==> src/rtl/fpnew_req_scheduler.sv <==
// ---------------------------------------------------------------------------
// fpnew_req_scheduler: round-robin issue arbiter with per-requester in-flight limits
// Revision: 1.0
// ---------------------------------------------------------------------------
`default_nettype none

module fpnew_req_scheduler #(
  parameter int unsigned NumReq         = 2,
  parameter int unsigned DataWidth      = 64,
  parameter int unsigned ResWidth       = 38,
  parameter int unsigned MaxOutstanding = 4,
  localparam int unsigned IdWidth       = (NumReq > 1) ? $clog2(NumReq) : 1
) (
  input  logic                          clk_i,
  input  logic                          rst_ni,
  input  logic [NumReq-1:0]             req_valid_i,
  output logic [NumReq-1:0]             req_ready_o,
  input  logic [NumReq*DataWidth-1:0]   req_data_i,
  output logic                          issue_valid_o,
  input  logic                          issue_ready_i,
  output logic [DataWidth-1:0]          issue_data_o,
  output logic [IdWidth-1:0]            issue_id_o,
  input  logic                          res_valid_i,
  output logic                          res_ready_o,
  input  logic [IdWidth-1:0]            res_id_i,
  input  logic [ResWidth-1:0]           res_data_i,
  output logic [NumReq-1:0]             resp_valid_o,
  input  logic [NumReq-1:0]             resp_ready_i,
  output logic [ResWidth-1:0]           resp_data_o,
  input  logic                          flush_i,
  output logic                          busy_o
);

  localparam int unsigned CntWidth = $clog2(MaxOutstanding + 1);

  logic [CntWidth-1:0] cnt_q [NumReq];
  logic [CntWidth-1:0] cnt_d [NumReq];
  logic [IdWidth-1:0]  ptr_q, ptr_d;
  logic                lock_q, lock_d;
  logic [IdWidth-1:0]  lock_id_q, lock_id_d;

  logic [NumReq-1:0]   eligible;
  logic                grant_valid;
  logic [IdWidth-1:0]  grant_id;
  logic                issue_hs;
  logic                res_id_ok;
  logic                res_sel_ready;
  logic                resp_hs;

  always_comb begin
    for (int i = 0; i < NumReq; i++) begin
      eligible[i] = req_valid_i[i] && (cnt_q[i] < CntWidth'(MaxOutstanding));
    end
  end

  // A stalled grant stays with its requester regardless of its credit count.
  always_comb begin
    int idx;
    idx         = 0;
    grant_valid = 1'b0;
    grant_id    = '0;
    if (lock_q) begin
      grant_valid = req_valid_i[lock_id_q];
      grant_id    = lock_id_q;
    end else begin
      for (int k = NumReq - 1; k >= 0; k--) begin
        idx = (int'(ptr_q) + k) % int'(NumReq);
        if (eligible[idx]) begin
          grant_valid = 1'b1;
          grant_id    = IdWidth'(idx);
        end
      end
    end
  end

  always_comb begin
    issue_valid_o = grant_valid & ~flush_i & rst_ni;
    issue_id_o    = grant_id;
    issue_hs      = issue_valid_o & issue_ready_i;
    issue_data_o  = '0;
    for (int i = 0; i < NumReq; i++) begin
      req_ready_o[i] = issue_hs && (grant_id == IdWidth'(i));
      if (grant_id == IdWidth'(i)) begin
        issue_data_o = req_data_i[i*DataWidth +: DataWidth];
      end
    end
  end

  // Tags outside the requester range are accepted and silently dropped.
  always_comb begin
    res_id_ok     = 1'b0;
    res_sel_ready = 1'b0;
    for (int i = 0; i < NumReq; i++) begin
      resp_valid_o[i] = res_valid_i && (res_id_i == IdWidth'(i)) && !flush_i;
      if (res_id_i == IdWidth'(i)) begin
        res_id_ok     = 1'b1;
        res_sel_ready = resp_ready_i[i];
      end
    end
    res_ready_o = flush_i | ~res_id_ok | res_sel_ready;
    resp_hs     = res_valid_i & res_id_ok & res_sel_ready & ~flush_i;
    resp_data_o = res_data_i;
  end

  always_comb begin
    logic inc;
    logic dec;
    inc       = 1'b0;
    dec       = 1'b0;
    ptr_d     = ptr_q;
    lock_d    = lock_q;
    lock_id_d = lock_id_q;
    cnt_d     = cnt_q;
    if (flush_i) begin
      ptr_d     = '0;
      lock_d    = 1'b0;
      lock_id_d = '0;
      for (int i = 0; i < NumReq; i++) begin
        cnt_d[i] = '0;
      end
    end else begin
      if (issue_hs) begin
        lock_d = 1'b0;
        ptr_d  = (grant_id == IdWidth'(NumReq - 1)) ? '0 : grant_id + IdWidth'(1);
      end else if (issue_valid_o) begin
        lock_d    = 1'b1;
        lock_id_d = grant_id;
      end
      for (int i = 0; i < NumReq; i++) begin
        inc = issue_hs && (grant_id == IdWidth'(i));
        dec = resp_hs && (res_id_i == IdWidth'(i)) && (cnt_q[i] != '0);
        if (inc && !dec) begin
          cnt_d[i] = cnt_q[i] + CntWidth'(1);
        end else if (dec && !inc) begin
          cnt_d[i] = cnt_q[i] - CntWidth'(1);
        end
      end
    end
  end

  always_comb begin
    busy_o = issue_valid_o;
    for (int i = 0; i < NumReq; i++) begin
      if (cnt_q[i] != '0) begin
        busy_o = 1'b1;
      end
    end
  end

  always_ff @(posedge clk_i or negedge rst_ni) begin
    if (!rst_ni) begin
      ptr_q     <= '0;
      lock_q    <= 1'b0;
      lock_id_q <= '0;
      for (int i = 0; i < NumReq; i++) begin
        cnt_q[i] <= '0;
      end
    end else begin
      ptr_q     <= ptr_d;
      lock_q    <= lock_d;
      lock_id_q <= lock_id_d;
      cnt_q     <= cnt_d;
    end
  end

endmodule

`default_nettype wire

==> config.mk <==
export PLATFORM = sky130hd
export DESIGN_NAME = fpnew_req_scheduler
export DESIGN_NICKNAME = d
export VERILOG_FILES = /design/src/rtl/fpnew_req_scheduler.sv
export SDC_FILE = /design/constraint.sdc
export NUM_CORES = 1
export LEC_CHECK = 0
export BUFFER_PORTS_ARGS = -buffer_cell sky130_fd_sc_hd__buf_2
export CORE_AREA = 2 2 111 113
export DETAILED_ROUTE_END_ITERATION = 6
export DIE_AREA = 0 0 113 115
export SKIP_CTS_REPAIR_TIMING = 1
export SLEW_MARGIN = 20
export SYNTH_ARGS = -nofsm -noshare
export SYNTH_HDL_FRONTEND = slang
export SYNTH_SLANG_ARGS = --single-unit
==> constraint.sdc <==
create_clock -name clk_i -period 2.6 [get_ports clk_i]
set_clock_uncertainty 0.2 [all_clocks]
set_input_delay 0.39 -clock clk_i [delete_from_list [all_inputs] [get_ports clk_i]]
set_output_delay 0.39 -clock clk_i [all_outputs]
set_load 0.05 [all_outputs]
# Word level (Yosys, flattened, before mapping)
# Index checks and enable logic that the tools add are counted.
# classes
order_cmp	5
addsub	6
mux	31
eq_ne	1
reduce_logical	29
bitwise	10
# op_table
operator	count
2-to-1 mux 64 bit	1
2-to-1 mux 1 bit	25
logical AND 1 bit	16
nonzero test 3 bit	5
2-to-1 mux 3 bit	4
adder 3 x 1 -> 3 bit, second input constant	2
less-than comparator 3 bit, second input constant	2
2-to-1 mux 6 bit	1
subtractor 3 x 1 -> 3 bit, second input constant	2
bitwise AND 1 bit	5
zero test 1 bit	5
less-than comparator 1 x 2 -> 1 bit, second input constant	2
nonzero test 2 bit	2
less-than comparator 2 x 3 -> 1 bit, second input constant	1
inverter 1 bit	3
adder 1 bit, second input constant	2
!= test 2 bit, second input constant	1
AND reduction 2 bit	1
bitwise AND 1 bit, first input constant	1
bitwise OR 1 bit	1
# totals
elab_cells	87
input_bits	176
reg_bits	9

# Depth between registers and ports, before layout
# logic_depth
depth_word	17
ltp_mapped	8
mapped_depth_nobuf	8

# Least setup slack after synthesis
# OpenSTA, ideal clock, no wires.
# synth_path
path_kind	input-to-output
startpoint	in req_valid_i[0]
endpoint	out issue_data_o[26]
t_arrival_ps	1868
path_buffers	2
path_slack_ps	142
stages	5
t_required_ps	2010
path_cell_list	nor3b_2 > o31ai_4 > buf_2 > buf_4 > mux2_1
# synth_via
elab_chain_cells	8
elab_cells_between_ends	10
classes_between	9 x mux; 1 x reduce/logical
# synth_lines
item	line	rtl
start: declaration	16	input logic [NumReq-1:0] req_valid_i,
logical AND 1 bit *	52	eligible[i] = req_valid_i[i] && (cnt_q[i] < CntWidth'(MaxOutstanding));
2-to-1 mux 1 bit (implied by the code) (3 in a row)	68	if (eligible[idx]) begin
2-to-1 mux 1 bit	68	
2-to-1 mux 1 bit *	68	
2-to-1 mux 1 bit *	62	if (lock_q) begin
named net issue_id_o	22	output logic [IdWidth-1:0] issue_id_o,
2-to-1 mux 64 bit *	83	if (grant_id == IdWidth'(i)) begin
end: declaration	21	output logic [DataWidth-1:0] issue_data_o,
# Mark *: on every way through the listed nets, which the timed path passes. The rest lies on a longest branch. The select of a mux whose other input is x is not followed.

# Worst setup path in the final report
# layout_path
startpoint	reg cnt_q[2] (netlist name)
endpoint	out issue_data_o[18]
# layout_via
elab_chain_cells	9
elab_cells_between_ends	11
classes_between	1 x order compare; 9 x mux; 1 x reduce/logical
# layout_lines
item	line	rtl
start: declaration	36	logic [CntWidth-1:0] cnt_q [NumReq];
start signal: assignment	162	cnt_q <= cnt_d;
less-than comparator 3 bit *	52	
logical AND 1 bit *	52	
2-to-1 mux 1 bit (implied by the code) (3 in a row)	68	
2-to-1 mux 1 bit	68	
2-to-1 mux 1 bit *	68	
2-to-1 mux 1 bit *	62	
2-to-1 mux 64 bit *	83	
# Every way passes the cells marked *; elsewhere a longest branch is shown, timed or not. The select of a mux whose other input is x is not followed.

==> metrics.txt <==
GRT met3 Usage=1.950%; Post-synth EDFFs=0; Final Hold Violating Endpoints=0; slowest stage delay, CP=0.38 ns; DP HPWL=5708 microns; maxcap violations=0; Setup WS post-layout=0.06387 ns; Power Dens Cells=481.8 mW/mm^2; clock sink count=9; top cell type's share of synthesized area=24.29%; relative slew slack=77.70%; CP arrival=1.95 ns; Internal=698.4 uW; CTS tree=done; clock period minus final worst setup slack=2.536 ns; asr flop ratio synth=100.0%; pre-CTS worst setup slack=0.07739 ns; clk root buf=clkbuf_16; final setup TNS=0 ns; Reg clk slew, reported paths=0.04 ns; Mapped Area=0.001762 sq mm; die area=0.01300 sq mm; via count=2,084; CP startpoint=cnt_q[2]; violated checks=design-rule violations; min-delay src=flush_i; CP Buf/Inv Count=3; GP Congestion=0.7101; Reg power frac=11.6%; Clock Path Buffers=2; Post-Syn Area per Cell=9.523 sq um; total placed cells including tap cells=504; Yosys cell types=30; n_diodes=0; GRT met1 Usage=10.47%; initial antenna violation count=0; via/cell ratio=4.047; leak pwr=1.591 nW; crit-path leading delay family=buffers and inverters; Row Count=40; Hold Crit Class=input pin to flip-flop; Peak VDD IR=0.2514 mV; status=finished with violations; NetSw=731.6 uW; layout cells sized above 1=70.65%; first-pass GRT wire length=9114 microns; main area contributors after synthesis=mux2_1, buf_4, mux2_2, dfrtp_1, mux2i_1; IO Pins=286; drt wl/cell=13.60 microns; top_reg_cell synth=dfrtp_1; multi-input logic area=0.001176 sq mm; gr usage total=8.579%; DP Area=0.002734 sq mm; post-synthesis register bit count=9; aggregate global routing overflow=0; Max Clk Rate=394.3 MHz; area delta synth->final=68.47%; CTS buffer count=3; drt first-iter violations=75; Mapped Nets=363; Net Sw Frac=51.16%; H-tree depth=1; commonest non-fill, non-tap cell in the layout=buf_2; crit path cell chain=nand2b_4 -> o31ai_4 -> buf_6 -> clkbuf_16 -> mux2_1 -> buf_2; largest net degree at the start of global routing=47; drt first pass iters=6; commonest cells after routing, fill and taps aside=buf_2, mux2_1, mux2_2; final core utilization=25.13%; Comb power frac=69.1%; fin. max-slew vios=0; met2 usage=15.21%; WP data required=2.01 ns; R2R Path Start=cnt_q[5]; PortBufs=209; CP Capture Type=output port; core area=0.01181 sq mm; cell area after layout=0.002968 sq mm; Die Wd=113 microns; Mapped Cells=185; CP Max Fanout=11; drt total wl=7005 microns; non-filler cells, final=515; Layout Nets=547; DRC violations left=20; final period utilization=97.54%; slew at the pin closest to its max-slew limit=0.3319 ns; final setup fails=0; Total Power=1.430 mW; global route hottest layer=met2; FILL cells=1,280; Die H=115 microns; Initial Util=14.92%; clock share of power=19.3%; Setup CP Type=flip-flop to output port; DRT antenna net count=0; Yosys Warn Count=0; leading area contributor after synthesis=mux2_1; slowest CP cell=dfrtp_1; register area share after synthesis=12.78%; Startpoint Class=flip-flop; vias in the first global route=1,923; final hold slack=0.2597 ns; register area=225.2 sq um; Worst-Skew Late Latency=0.24 ns
[logic make-up after synthesis]
family / count (synthesis) / synth area share (%)
AOI/OAI and AO/OA: 9 / 5.753
adders and majority gates: 2 / 2.273
xor gates and xnor gates: 2 / 1.421
buffers and inverters: 53 / 20.45
and+or+nand+nor: 37 / 11.29
muxes: 73 / 46.02
DFF: 9 / 12.78
[power by group through the flow]
stage                     registers (mW)  logic (mW)  clock network (mW)
after floorplan                    0.166       0.834                   0
after global placement             0.167       0.921                   0
after detailed placement           0.168       0.932                   0
after CTS                          0.166       0.937               0.285
after global routing               0.168        1.04               0.287
final                              0.166       0.988               0.277
[synthesized netlist by cell type (2+ instances only)]
cell / count
inv_1: 7
nand2_1: 10
nand3_1: 2
buf_2: 3
mux2_2: 26
and2_1: 2
dfrtp_1: 9
nand2b_1: 3
nor2_1: 8
nor3_1: 6
fa_1: 2
a21oi_1: 2
nand2b_4: 2
buf_4: 42
mux2i_1: 9
mux2_1: 38
[cell type report]
class	instances	share of cell area [%]
multi-input cells	123	39.63
repair buffers	224	42.92
inverters	8	1.012
flip-flops and latches	9	7.589
clock buffers	4	2.656
well taps	147	6.197
[layer usage]
layer,up-vias,wire length [microns]
li1,969,-
met5,-,0
met4,0,66
met3,11,596
met2,124,3486
met1,980,2855
[registers in the layout, indices dropped and copies added, names as in the netlist]
signal     cells
cnt_q          6
ptr_q          1
lock_q         1
lock_id_q      1
[worst min-delay path, stage by stage]
cell and delay, ns:
buf_2 0.09, buf_4 0.13, a21oi_1 0.04
[worst paths after layout]
path	end	cells past startpoint	slack (ns)
min in group asynchronous	cnt_q[3]	3	0.46
max in group asynchronous	cnt_q[1]	3	1.60
worst min-delay path	ptr_q	3	0.26
worst min register to register	cnt_q[3]	1	0.30
worst max register to register	cnt_q[2]	10	0.14
worst max-delay path	issue_data_o[18]	6	0.06
Power figures use the tool's default switching activity.
